[src/rtl/spi_master_multi.sv]
// Multi-target SPI master with run-time CPOL/CPHA, bit order and clock prescaler.
// Define SPI_MASTER_TXBUF_EN to add a 1-entry tx holding buffer for gapless words.
module spi_master_multi #(
  parameter int NUM_TARGETS = 1,
  parameter int DATA_W      = 8,
  parameter int PRESC_W     = 8
) (
  input  logic                   clk,
  input  logic                   resetn,
  input  logic [PRESC_W-1:0]     prescaler_i,
  input  logic                   cpol_i,
  input  logic                   cpha_i,
  input  logic                   lsb_first_i,
  output logic                   spi_clk_o,
  output logic [NUM_TARGETS-1:0] spi_csn_o,
  output logic                   spi_mosi_o,
  output logic                   spi_mosi_drive_o,
  input  logic                   spi_miso_i,
  input  logic [NUM_TARGETS-1:0] target_id_i,
  input  logic                   target_en_i,
  input  logic [DATA_W-1:0]      tx_word_i,
  input  logic                   tx_en_i,
  output logic                   tx_ready_o,
  output logic [DATA_W-1:0]      rx_word_o,
  output logic                   rx_en_o,
  output logic                   rxtx_busy_o
);

  localparam logic [2:0] S_IDLE  = 3'd0;
  localparam logic [2:0] S_SETUP = 3'd1;
  localparam logic [2:0] S_READY = 3'd2;
  localparam logic [2:0] S_LEAD  = 3'd3;
  localparam logic [2:0] S_TRAIL = 3'd4;

  localparam int CNT_W = $clog2(DATA_W);

  logic [2:0]             state;
  logic [PRESC_W-1:0]     div_cnt;
  logic                   div_done;
  logic [CNT_W-1:0]       bit_cnt;
  logic                   cpol_q;
  logic                   cpha_q;
  logic                   lsb_q;
  logic [DATA_W-1:0]      tx_sh;
  logic [DATA_W-1:0]      tx_next;
  logic [DATA_W-1:0]      rx_sh;
  logic [DATA_W-1:0]      rx_sampled;
  logic                   clk_q;
  logic                   mosi_q;
  logic [NUM_TARGETS-1:0] csn_q;
  logic [DATA_W-1:0]      rx_word_q;
  logic                   rx_en_q;
  logic                   start_ready;
  logic                   chain_start;
  logic [DATA_W-1:0]      start_word;

  function automatic logic first_bit(input logic [DATA_W-1:0] w, input logic lsb);
    return lsb ? w[0] : w[DATA_W-1];
  endfunction

  assign div_done   = (div_cnt == '0);
  assign tx_next    = lsb_q ? {1'b0, tx_sh[DATA_W-1:1]} : {tx_sh[DATA_W-2:0], 1'b0};
  assign rx_sampled = lsb_q ? {spi_miso_i, rx_sh[DATA_W-1:1]} : {rx_sh[DATA_W-2:0], spi_miso_i};

`ifdef SPI_MASTER_TXBUF_EN
  logic              buf_valid;
  logic [DATA_W-1:0] buf_word;

  assign start_ready = (state == S_READY) && (buf_valid || tx_en_i);
  assign start_word  = buf_valid ? buf_word : tx_word_i;
  assign chain_start = buf_valid;
  assign tx_ready_o  = !buf_valid &&
                       ((state == S_READY) || (state == S_LEAD) || (state == S_TRAIL));
  assign rxtx_busy_o = (state == S_SETUP) || (state == S_LEAD) || (state == S_TRAIL) ||
                       ((state == S_READY) && buf_valid);
`else
  assign start_ready = (state == S_READY) && tx_en_i;
  assign start_word  = tx_word_i;
  assign chain_start = 1'b0;
  assign tx_ready_o  = (state == S_READY);
  assign rxtx_busy_o = (state == S_SETUP) || (state == S_LEAD) || (state == S_TRAIL);
`endif

  assign spi_clk_o        = clk_q;
  assign spi_csn_o        = csn_q;
  assign spi_mosi_o       = mosi_q;
  assign spi_mosi_drive_o = (state != S_IDLE);
  assign rx_word_o        = rx_word_q;
  assign rx_en_o          = rx_en_q;

  // Deselect has priority over everything, including a word in flight.
  always_ff @(posedge clk or negedge resetn) begin
    if (!resetn) begin
      state     <= S_IDLE;
      div_cnt   <= '0;
      bit_cnt   <= '0;
      cpol_q    <= 1'b0;
      cpha_q    <= 1'b0;
      lsb_q     <= 1'b0;
      tx_sh     <= '0;
      rx_sh     <= '0;
      clk_q     <= 1'b0;
      mosi_q    <= 1'b0;
      csn_q     <= '1;
      rx_word_q <= '0;
      rx_en_q   <= 1'b0;
`ifdef SPI_MASTER_TXBUF_EN
      buf_valid <= 1'b0;
      buf_word  <= '0;
`endif
    end else if (!target_en_i) begin
      state   <= S_IDLE;
      csn_q   <= '1;
      clk_q   <= cpol_i;
      rx_en_q <= 1'b0;
`ifdef SPI_MASTER_TXBUF_EN
      buf_valid <= 1'b0;
`endif
    end else begin
      rx_en_q <= 1'b0;
      csn_q   <= ~target_id_i;
`ifdef SPI_MASTER_TXBUF_EN
      if (tx_en_i && !buf_valid && ((state == S_LEAD) || (state == S_TRAIL))) begin
        buf_valid <= 1'b1;
        buf_word  <= tx_word_i;
      end
`endif
      case (state)
        S_IDLE: begin
          state   <= S_SETUP;
          div_cnt <= prescaler_i;
          clk_q   <= cpol_i;
          cpol_q  <= cpol_i;
          cpha_q  <= cpha_i;
          lsb_q   <= lsb_first_i;
        end
        S_SETUP: begin
          if (div_done) state <= S_READY;
          else          div_cnt <= div_cnt - PRESC_W'(1);
        end
        S_READY: begin
          if (start_ready) begin
            tx_sh   <= start_word;
            bit_cnt <= CNT_W'(DATA_W - 1);
            if (!cpha_q) mosi_q <= first_bit(start_word, lsb_q);
            div_cnt <= prescaler_i;
            state   <= S_LEAD;
`ifdef SPI_MASTER_TXBUF_EN
            buf_valid <= 1'b0;
`endif
          end
        end
        S_LEAD: begin
          if (div_done) begin
            clk_q   <= ~cpol_q;
            div_cnt <= prescaler_i;
            state   <= S_TRAIL;
            if (!cpha_q) begin
              rx_sh <= rx_sampled;
            end else begin
              mosi_q <= first_bit(tx_sh, lsb_q);
              tx_sh  <= tx_next;
            end
          end else begin
            div_cnt <= div_cnt - PRESC_W'(1);
          end
        end
        S_TRAIL: begin
          if (div_done) begin
            clk_q   <= cpol_q;
            div_cnt <= prescaler_i;
            if (cpha_q) begin
              rx_sh <= rx_sampled;
            end else begin
              tx_sh  <= tx_next;
              mosi_q <= first_bit(tx_next, lsb_q);
            end
            if (bit_cnt != '0) begin
              bit_cnt <= bit_cnt - CNT_W'(1);
              state   <= S_LEAD;
            end else begin
              rx_word_q <= cpha_q ? rx_sampled : rx_sh;
              rx_en_q   <= 1'b1;
              // A buffered word skips READY; its load overrides the shift above.
              if (chain_start) begin
                tx_sh   <= start_word;
                bit_cnt <= CNT_W'(DATA_W - 1);
                if (!cpha_q) mosi_q <= first_bit(start_word, lsb_q);
                state   <= S_LEAD;
`ifdef SPI_MASTER_TXBUF_EN
                buf_valid <= 1'b0;
`endif
              end else begin
                state <= S_READY;
              end
            end
          end else begin
            div_cnt <= div_cnt - PRESC_W'(1);
          end
        end
        default: state <= S_IDLE;
      endcase
    end
  end

endmodule

[config.mk]
export PLATFORM = sky130hd
export DESIGN_NAME = spi_master_multi
export DESIGN_NICKNAME = d
export VERILOG_FILES = /design/src/rtl/spi_master_multi.sv
export SDC_FILE = /design/constraint.sdc
export NUM_CORES = 1
export LEC_CHECK = 0
export CAP_MARGIN = 30
export CORE_UTILIZATION = 41
export DETAILED_ROUTE_END_ITERATION = 7
export PLACE_DENSITY = 0.62
export SLEW_MARGIN = 20
export SYNTH_ARGS = -nofsm -noshare
export SYNTH_HDL_FRONTEND = slang
export SYNTH_SLANG_ARGS = --single-unit
export TNS_END_PERCENT = 30
[constraint.sdc]
create_clock -name clk -period 2.6 [get_ports clk]
set_input_delay 0.52 -clock clk [delete_from_list [all_inputs] [get_ports clk]]
set_output_delay 0.52 -clock clk [all_outputs]
set_load 0.01 [all_outputs]
Word level (Yosys, flattened, before mapping)
Cells that the tools add are included.
{"block": "word_totals", "ff_bits": 45, "in_bits": 25, "out_inout_bits": 15, "wordCells": 104}
{"block": "classes", "n_addsub": 2, "eq_ne": 18, "muxes": 47, "bitwise_logic": 3, "n_reduce_logical": 21}
{"operator": "2-to-1 mux 8 bit", "n": 14}
{"operator": "one-hot mux 8 bit (4 select lines)", "n": 1}
{"operator": "2-to-1 mux 3 bit", "n": 8}
{"operator": "one-hot mux 8 bit (3 select lines)", "n": 1}
{"operator": "2-to-1 mux 1 bit", "n": 18}
{"operator": "one-hot mux 8 bit (2 select lines)", "n": 1}
{"operator": "one-hot mux 3 bit (5 select lines)", "n": 1}
{"operator": "!= test 2 bit (second input constant)", "n": 7}
{"operator": "AND reduction 4 bit", "n": 3}
{"operator": "AND reduction 5 bit", "n": 2}
{"operator": "!= test 3 bit (second input constant)", "n": 3}
{"operator": "nonzero test 3 bit", "n": 3}
{"operator": "zero test 8 bit", "n": 1}
{"operator": "AND reduction 8 bit", "n": 1}
{"operator": "subtractor 8 x 1 -> 8 bit (second input constant)", "n": 1}
{"operator": "AND reduction 7 bit", "n": 1}
{"operator": "== test 3 x 2 -> 1 bit (second input constant)", "n": 2}
{"operator": "one-hot mux 1 bit (3 select lines)", "n": 2}
{"operator": "one-hot mux 3 bit (2 select lines)", "n": 1}
{"operator": "!= test 2 x 1 -> 1 bit (second input constant)", "n": 2}
{"operator": "!= test 4 x 1 -> 1 bit (second input constant)", "n": 1}
{"operator": "nonzero test 2 bit", "n": 2}
{"operator": "nonzero test 4 bit", "n": 1}
{"operator": "== test 3 x 1 -> 1 bit (second input constant)", "n": 1}
{"operator": "10 further kinds", "n": 13}

Longest topological paths before layout
Gate-level depths: netlist of run 1.
{"block": "logic_depth", "ltp_word": 5, "depth_mapped": 9, "ltp_nobuf": 7}

Worst setup path after synthesis of run 1
No wires, ideal clock.
{"block": "synth_path", "path_kind": "reg-to-reg", "start": "register div_cnt[0]", "end": "register div_cnt[7]", "setup_time_ns": 0.124, "arrival_ns": 1.887, "t_required_ns": 2.476, "path_slack_ns": 0.589, "path_stages_with_launch": 9, "n_path_buf": 1, "synth_period_minus_slack_ns": 2.011, "path_cell_list": "dfrtp_1 > inv_1 > ha_1 > nor3b_2 > and2_1 > buf_6 > a221oi_2 > o21ai_2 > a211o_1"}
{"block": "synth_between", "elab_chain_len": 3, "word_cells_on_any_way": 7, "cone_classes": "add/sub (1); eq/ne (1); mux (3); reduce/logical (2)"}
{"item": "start, declared", "line": "38", "text": "logic [PRESC_W-1:0] div_cnt;"}
{"item": "start signal, assigned", "line": "131", "text": "div_cnt <= prescaler_i;"}
{"item": "start signal, assigned", "line": "139", "text": "else div_cnt <= div_cnt - PRESC_W'(1);"}
{"item": "start signal, assigned", "line": "146", "text": "div_cnt <= prescaler_i;"}
{"item": "subtractor 8 x 1 -> 8 bit / zero test 8 bit (equally long branches)"}
{"item": "2-to-1 mux 8 bit (tied with other cells)", "line": "154, 169"}
{"item": "one-hot mux 8 bit (4 select lines) / AND reduction 4 bit (equally long branches)"}
Parallel ways exist; a longest one is shown, timed or not. The select of a mux whose other input is x is not followed.
A chain may end at the register's enable or synchronous reset.

Worst setup path in the final report of run 1
{"block": "layout_path", "start": "register state[1]", "end": "output port rxtx_busy_o"}
{"block": "layout_between", "elab_chain_len": 3, "word_cells_on_any_way": 5, "cone_classes": "eq/ne (3); reduce/logical (2)"}
{"item": "start, declared", "line": "37", "text": "logic [2:0] state;"}
{"item": "start signal, assigned", "line": "94", "text": "state <= S_IDLE;"}
{"item": "start signal, assigned", "line": "112", "text": "state <= S_IDLE;"}
{"item": "start signal, assigned", "line": "130", "text": "state <= S_SETUP;"}
{"item": "== test 3 x 1 -> 1 bit / == test 3 x 2 -> 1 bit (equally long branches)", "line": "81", "text": "assign rxtx_busy_o = (state == S_SETUP) || (state == S_LEAD) || (state == S_TRAIL);"}
{"item": "logical OR 1 bit", "line": "81"}
{"item": "logical OR 1 bit *", "line": "81"}
{"item": "end, declared", "line": "26", "text": "output logic rxtx_busy_o"}
Mark *: on every way between the ends. The rest lies on a longest branch, timed or not.

==> impl_metrics.env, run 1 <==
export IMPL_finalSetupViolCount=0
export IMPL_nets=348
export IMPL_drc_errors=0
export IMPL_powerDensity_nw_per_um2=557
export IMPL_yosys_warnings=0
export IMPL_crit_path_end_kind="output pin"
export IMPL_yosys_most_used_dff="dfrtp_1"
export IMPL_cp_max_fo=12
export IMPL_clock_fmax_mhz=414
export IMPL_antenna_found_initial=0
export IMPL_r2r_setup_slack_ns=0.41
export IMPL_place_hpwl_um=3810
export IMPL_grt_usage_pct=17.3
export IMPL_worst_setup_path_start_kind="flop"
export IMPL_gp_congestion=0.781
export IMPL_dieArea_um2=6890
export IMPL_cp_required_ns=2.08
export IMPL_routed_wl_um=5430
export IMPL_diodes=0
export IMPL_cts_resized=0
export IMPL_clock_latency_ns=0.32
export IMPL_synth_commonest_cells="44 x dfrtp_1, 43 x nand2_1, 24 x mux2i_1, 24 x o21ai_0, 17 x nor2_1"
export IMPL_rr_worst_depth=8
export IMPL_cp_cell_sequence="or3b_1, nand2_1, clkdlybuf4s50_1"
export IMPL_ir_worst_vdd_v=0.000389
export IMPL_dr_pass1_iters=4
export IMPL_finalClockSkew_ns=0.00794
export IMPL_port_buffers=39
export IMPL_rsz0062_at_grt="false"
export IMPL_die_y_um=83.0
export IMPL_path_class="reg -> out"
export IMPL_cts_root_buf="clkbuf_8"
export IMPL_pin_count=40
export IMPL_drtAntennaViolNets=0
export IMPL_fillers=582
export IMPL_vias=2078
export IMPL_ys_seq_elements=45
export IMPL_clkTransAtPathRegs_ns=0.10
export IMPL_clock_path_buffers=2
export IMPL_dp_slack_ns=0.383
export IMPL_ctsHoldBuffers=0
export IMPL_cts_tree="yes"
export IMPL_crit_arrival_ns=1.89
export IMPL_area_delta_synth_final_pct=19.5
export IMPL_syn_instance_count=280
export IMPL_seq_area_frac_synth_pct=41.9
export IMPL_grt_overflow=0
export IMPL_finalSetupTns_ns=0
export IMPL_wire_per_inst_um=13.7
export IMPL_layout_setup_ws_ns=0.186
export IMPL_post_cts_buffers=0
export IMPL_yosysMostFrequentCell="dfrtp_1"
export IMPL_hold_viol=0
export IMPL_crit_family="simple AND/OR/NAND/NOR gates"
export IMPL_synth_area_um2=2690
export IMPL_rows=29
export IMPL_cp_buffers_inverters=1
export IMPL_worstHoldPathType="in -> async"
export IMPL_post_route_util_pct=50.6
export IMPL_worstMarginPinSlew_ns=0.578
export IMPL_start_util_pct=42.3
export IMPL_grt_pass1_vias=2052
export IMPL_period_share_pct=92.9
export IMPL_power_mw=1.79
export IMPL_die_x_um=83.0
export IMPL_reg2reg_from="div_cnt[0]"
export IMPL_slew_headroom_pct=61.5
export IMPL_p_leak_nw=1.35
export IMPL_core_area_um2=6350
export IMPL_synth_area_per_cell_um2=9.60
export IMPL_vias_per_cell=5.23
export IMPL_h_tree_depth=2
export IMPL_grt_pass1_wl_um=9640
export IMPL_final_layout_size_suffix_gt1_share_pct=13.8
export IMPL_grt_max_degree=46
export IMPL_synth_top_area_cell="dfrtp_1"
export IMPL_drv_cap=0
export IMPL_drtIter0Drc=89
export IMPL_outcome="finished clean"
export IMPL_yosysUniqueCellTypes=56
export IMPL_slowest_stage="clkdlybuf4s50_1"
export IMPL_synthTopCellsByArea="dfrtp_1 41%, mux2i_1 8.9%, nand2_1 6.0%"
export IMPL_critPathMaxStageDelay_ns=0.53
export IMPL_syn_num_nets=309
export IMPL_synth_top_cell_area_share_pct=40.9
export IMPL_slew_viol_final=0
export IMPL_synth_edf_count=0
export IMPL_async_flop_share_pct=100
export IMPL_cts_buffers=5
export IMPL_post_route_min_period_ns=2.41
export IMPL_reg2reg_to="rx_word_o[5]"
export IMPL_cts_sinks=45
[where the power goes]
part / internal, mW / switching (mW) / leakage (nW)
logic: 0.224 / 0.209 / 0.716
clock network: 0.194 / 0.275 / 0.0447
registers: 0.786 / 0.102 / 0.593
total: 1.20 / 0.585 / 1.35
[layout by cell type (no fill, tap or decap), drive strengths merged, types with 2 or more instances in the layout]
cell type      synthesis  routed
o22ai                  2       2
nand3                  3       3
o21ai                 42      42
and2                   4       4
buf                   11      11
dfrtp                 44      44
clkdlybuf4s50          0      38
o211ai                 2       2
mux2                   5       5
nor3                   3       3
ha                     4       4
mux2i                 24      24
nor2                  18      18
nor3b                  4       4
a21oi                 15      15
inv                    7       8
o31ai                  2       2
nor4b                  2       2
nand2b                 5       5
or3                    7       7
clkbuf                 5       5
a31oi                  3       3
nand2                 44      44
o2bb2ai                4       4
a221oi                 2       2
nor2b                  3       3
[through the flow]
stage                     cells  hold slack [ns]  area, µm²
final                       397            0.157       3210
after global routing        397            0.171       3210
after CTS                   397            0.166       3210
after detailed placement    389            0.464       3120
after global placement      389            0.457       3120
after floorplan             280            0.224       2690
[worst register-to-register path, cell delays in order (launching register included)]
cell,delay [ns]
dfrtp_1,0.41
inv_1,0.10
ha_1,0.15
nor3b_2,0.28
buf_4,0.19
nand2_2,0.09
or3_1,0.62
nand2_1,0.18
o21ai_2,0.06
[state kept, by name, indices dropped and copies added (netlist names), 3 cells and up]
signal	flops
bit_cnt	3
rx_word_o	8
div_cnt	8
rx_sh	8
tx_sh	8
state	3
[worst max path at each step]
stage,cells past startpoint,endpoint,slack [ns],startpoint
6_report,3,rxtx_busy_o,0.19,state[1]
5_1_grt,3,rxtx_busy_o,0.11,state[2]
4_1_cts,3,rxtx_busy_o,0.18,state[1]
3_3_place_gp,6,rx_word_o[5],0.40,target_en_i
2_1_floorplan,8,div_cnt[7],0.59,div_cnt[0]
3_5_place_dp,5,div_cnt[7],0.38,tx_en_i
[metal layers]
metal	vias up	global-route usage, %	part of all wire [%]
met3	8	3.48	3.2
met4	0	7.99	1.7
met2	35	26.2	44
met5	-	0	0
li1	1073	-	-
met1	962	23.9	52
[cells by family (layout without fill, tap and decap cells)]
group,count (synthesis),count (layout),synth area share [%]
and+or+nand+nor,99,99,19.8
AOI/OAI and AO/OA,78,78,18.9
DFF,45,45,41.9
muxes,29,29,11.0
buffers and inverters,24,64,6.14
adders and majority gates,4,4,1.86
xor gates and xnor gates,1,1,0.326
[cell type report]
| type | instances | area [µm²] | share of cell area (%) |
|---|---|---|---|
| timing repair buffer | 49 | 473 | 14.7 |
| multi-input combinational | 211 | 1400 | 43.5 |
| clock inverter | 3 | 25.0 | 0.779 |
| sequential | 45 | 1130 | 35.1 |
| inverter | 7 | 26.3 | 0.818 |
| tap | 77 | 96.3 | 3.00 |
| clock buffer | 5 | 68.8 | 2.14 |
No activity file was read; power rests on OpenSTA's default activity.
==> run 2: changes to the inputs <==
--- a/config.mk
+++ b/config.mk
@@ -8,7 +8,7 @@
 export CAP_MARGIN = 30
 export CORE_UTILIZATION = 41
 export DETAILED_ROUTE_END_ITERATION = 7
-export PLACE_DENSITY = 0.62
+export PLACE_DENSITY = 0.65
 export SLEW_MARGIN = 20
 export SYNTH_ARGS = -nofsm -noshare
 export SYNTH_HDL_FRONTEND = slang
==> constraint.sdc (replaced) <==
create_clock -name clk -period 2.1 [get_ports clk]
set_input_delay 0.42 -clock clk [delete_from_list [all_inputs] [get_ports clk]]
set_output_delay 0.42 -clock clk [all_outputs]
set_load 0.01 [all_outputs]
==> run 2 against run 1 <==
Effect of this change:
- die area unchanged
- clock skew increased by 0.0011 ns
- clock power increased by 70%
- sequential share of layout area decreased by 1.5 points
- critical path type is now reg -> reg
- global-route usage decreased by 0.30 points
- critical path depth increased by 2
- clock-buffer cell count unchanged
- sequential power increased by 23%
- non-clock buffer count increased by 12
- combinational power increased by 30%
- setup slack got worse by 0.12 ns
==> impl_metrics.env, run 2 (same netlist as run 1, synthesis figures left out) <==
export IMPL_outcome="finished clean"
export IMPL_grt_pass1_wl_um=9540
export IMPL_crit_arrival_ns=2.23
export IMPL_path_class="reg -> reg"
export IMPL_port_buffers=39
export IMPL_clkPwrFrac_pct=32.5
export IMPL_worstHoldPathType="in -> async"
export IMPL_wire_per_inst_um=13.4
export IMPL_drtAntennaViolNets=0
export IMPL_die_x_um=83.0
export IMPL_clock_fmax_mhz=492
export IMPL_slew_viol_final=0
export IMPL_vias_per_cell=5.17
export IMPL_finalSetupViolCount=0
export IMPL_post_cts_buffers=0
export IMPL_rsz0062_at_grt="true"
export IMPL_area_delta_synth_final_pct=24.8
export IMPL_powerDensity_nw_per_um2=731
export IMPL_layout_common_cells="44 x dfrtp_1, 43 x nand2_1, 35 x clkdlybuf4s50_1"
export IMPL_cts_sinks=45
export IMPL_post_route_min_period_ns=2.03
export IMPL_routed_wl_um=5500
export IMPL_cts_root_buf="clkbuf_8"
export IMPL_rows=29
export IMPL_power_mw=2.45
export IMPL_vias=2114
export IMPL_p_seq_share_pct=44.4
export IMPL_grt_pass1_vias=1948
export IMPL_cts_tree="yes"
export IMPL_cts_buffers=5
export IMPL_pin_count=40
export IMPL_cp_max_fo=5
export IMPL_grt_max_degree=26
export IMPL_ir_worst_vdd_v=0.000385
export IMPL_layout_commonest_cell="dfrtp_1"
export IMPL_grt_usage_pct=17.0
export IMPL_finalClockSkew_ns=0.00904
export IMPL_start_util_pct=42.3
export IMPL_crit_path_end_kind="flop"
export IMPL_h_tree_depth=2
export IMPL_dieArea_um2=6890
export IMPL_worstMarginPinSlew_ns=0.499
export IMPL_gp_congestion=0.855
export IMPL_swShare_pct=28.9
export IMPL_post_route_util_pct=52.9
export IMPL_hold_viol=0
export IMPL_clkTransAtPathRegs_ns=0.09
export IMPL_final_layout_size_suffix_gt1_share_pct=17.5
export IMPL_p_int_mw=1.74
export IMPL_switchingPower_uw=708
export IMPL_p_leak_nw=1.46
export IMPL_drc_errors=0
export IMPL_slew_headroom_pct=66.7
export IMPL_drv_cap=0
export IMPL_dr_pass1_iters=4
export IMPL_drtIter0Drc=75
export IMPL_diodes=0
export IMPL_place_hpwl_um=3940
export IMPL_cp_required_ns=2.30
export IMPL_worst_setup_path_start_kind="flop"
export IMPL_clock_path_buffers=2
export IMPL_period_share_pct=96.8
export IMPL_die_y_um=83.0
export IMPL_clock_latency_ns=0.31
export IMPL_antenna_found_initial=0
export IMPL_combPwrFrac_pct=23.0
export IMPL_nets=360
export IMPL_grt_overflow=0
export IMPL_core_area_um2=6350
==> run 2: cell count changes in the layout (fill, tap and decap cells not counted), sizes merged, moves of 2 or more <==
| cell | previous run | this run |
|---|---|---|
| buf | 11 | 23 |
| dlygate4sd2 | 0 | 2 |
| bufinv | 0 | 2 |
| clkdlybuf4s50 | 38 | 35 |
==> run 2: what timing repair did <==
item	CTS	global route
hold buffers	0	0
hold endpoints to repair	0	0
gates cloned	0	0
pin swaps	0	1
setup endpoints to repair	3	10
resized for setup	3	3
==> run 2: critical path, cell delays in order (launching register included) <==
cell and delay, ns:
dfrtp_1 0.47, or3_1 0.44, or3_1 0.38, nor3_1 0.27, o21ai_2 0.08, a211o_1 0.29
==> run 2: path summary, 6_finish.rpt <==
check / from / end / slack [ns] / cells past startpoint
setup / recovery: div_cnt[2] / div_cnt[7] / 0.07 / 5
hold / removal: resetn / rx_word_o[5] / 0.06 / 1
setup reg to reg: div_cnt[2] / div_cnt[7] / 0.07 / 5
hold reg to reg: bit_cnt[0] / bit_cnt[0] / 0.47 / 1
max in group asynchronous: resetn / rx_sh[1] / 1.52 / 2
min in group clk: bit_cnt[0] / bit_cnt[0] / 0.47 / 1
==> run 2: cell type report <==
| type | instances | area, µm² |
|---|---|---|
| Clock buffer | 5 | 68.8 |
| Clock inverter | 3 | 68.8 |
| Fill cell | 584 | 2990 |
| Inverter | 7 | 26.3 |
| Multi-Input combinational cell | 211 | 1410 |
| Sequential cell | 45 | 1130 |
| Tap cell | 77 | 96.3 |
| Timing Repair Buffer | 61 | 563 |
==> run 2: power groups by stage <==
| stage | sequential [mW] | combinational (mW) | clock [mW] |
|---|---|---|---|
| floorplan | 1.07 | 0.394 | 0 |
| global placement | 1.10 | 0.559 | 0 |
| detailed placement | 1.10 | 0.568 | 0 |
| CTS | 1.09 | 0.569 | 0.822 |
| global route | 1.11 | 0.642 | 0.863 |
| finish | 1.09 | 0.565 | 0.798 |
==> run 2: per-stage QoR <==
| stage | hold WS [ns] | setup TNS (ns) | std cells | setup WS (ns) | area (µm²) |
|---|---|---|---|---|---|
| 4_1_cts | 0.0734 | 0 | 409 | 0.0269 | 3350 |
| 2_1_floorplan | 0.124 | 0 | 280 | 0.0891 | 2690 |
| 6_report | 0.0616 | 0 | 409 | 0.0678 | 3360 |
| 5_1_grt | 0.0896 | -0.0272 | 409 | -0.0197 | 3360 |
| 3_3_place_gp | 0.418 | 0 | 401 | 0.0829 | 3210 |
| 3_5_place_dp | 0.414 | 0 | 401 | 0.0437 | 3210 |
==> run 2: routing by layer <==
metal  up-vias  wire, µm  track usage (%)
met5         -         0                0
met4         0        89             6.27
met3        10       177             3.18
met2        45      2460             25.2
met1       969      2770             24.7
li1       1090         -                -
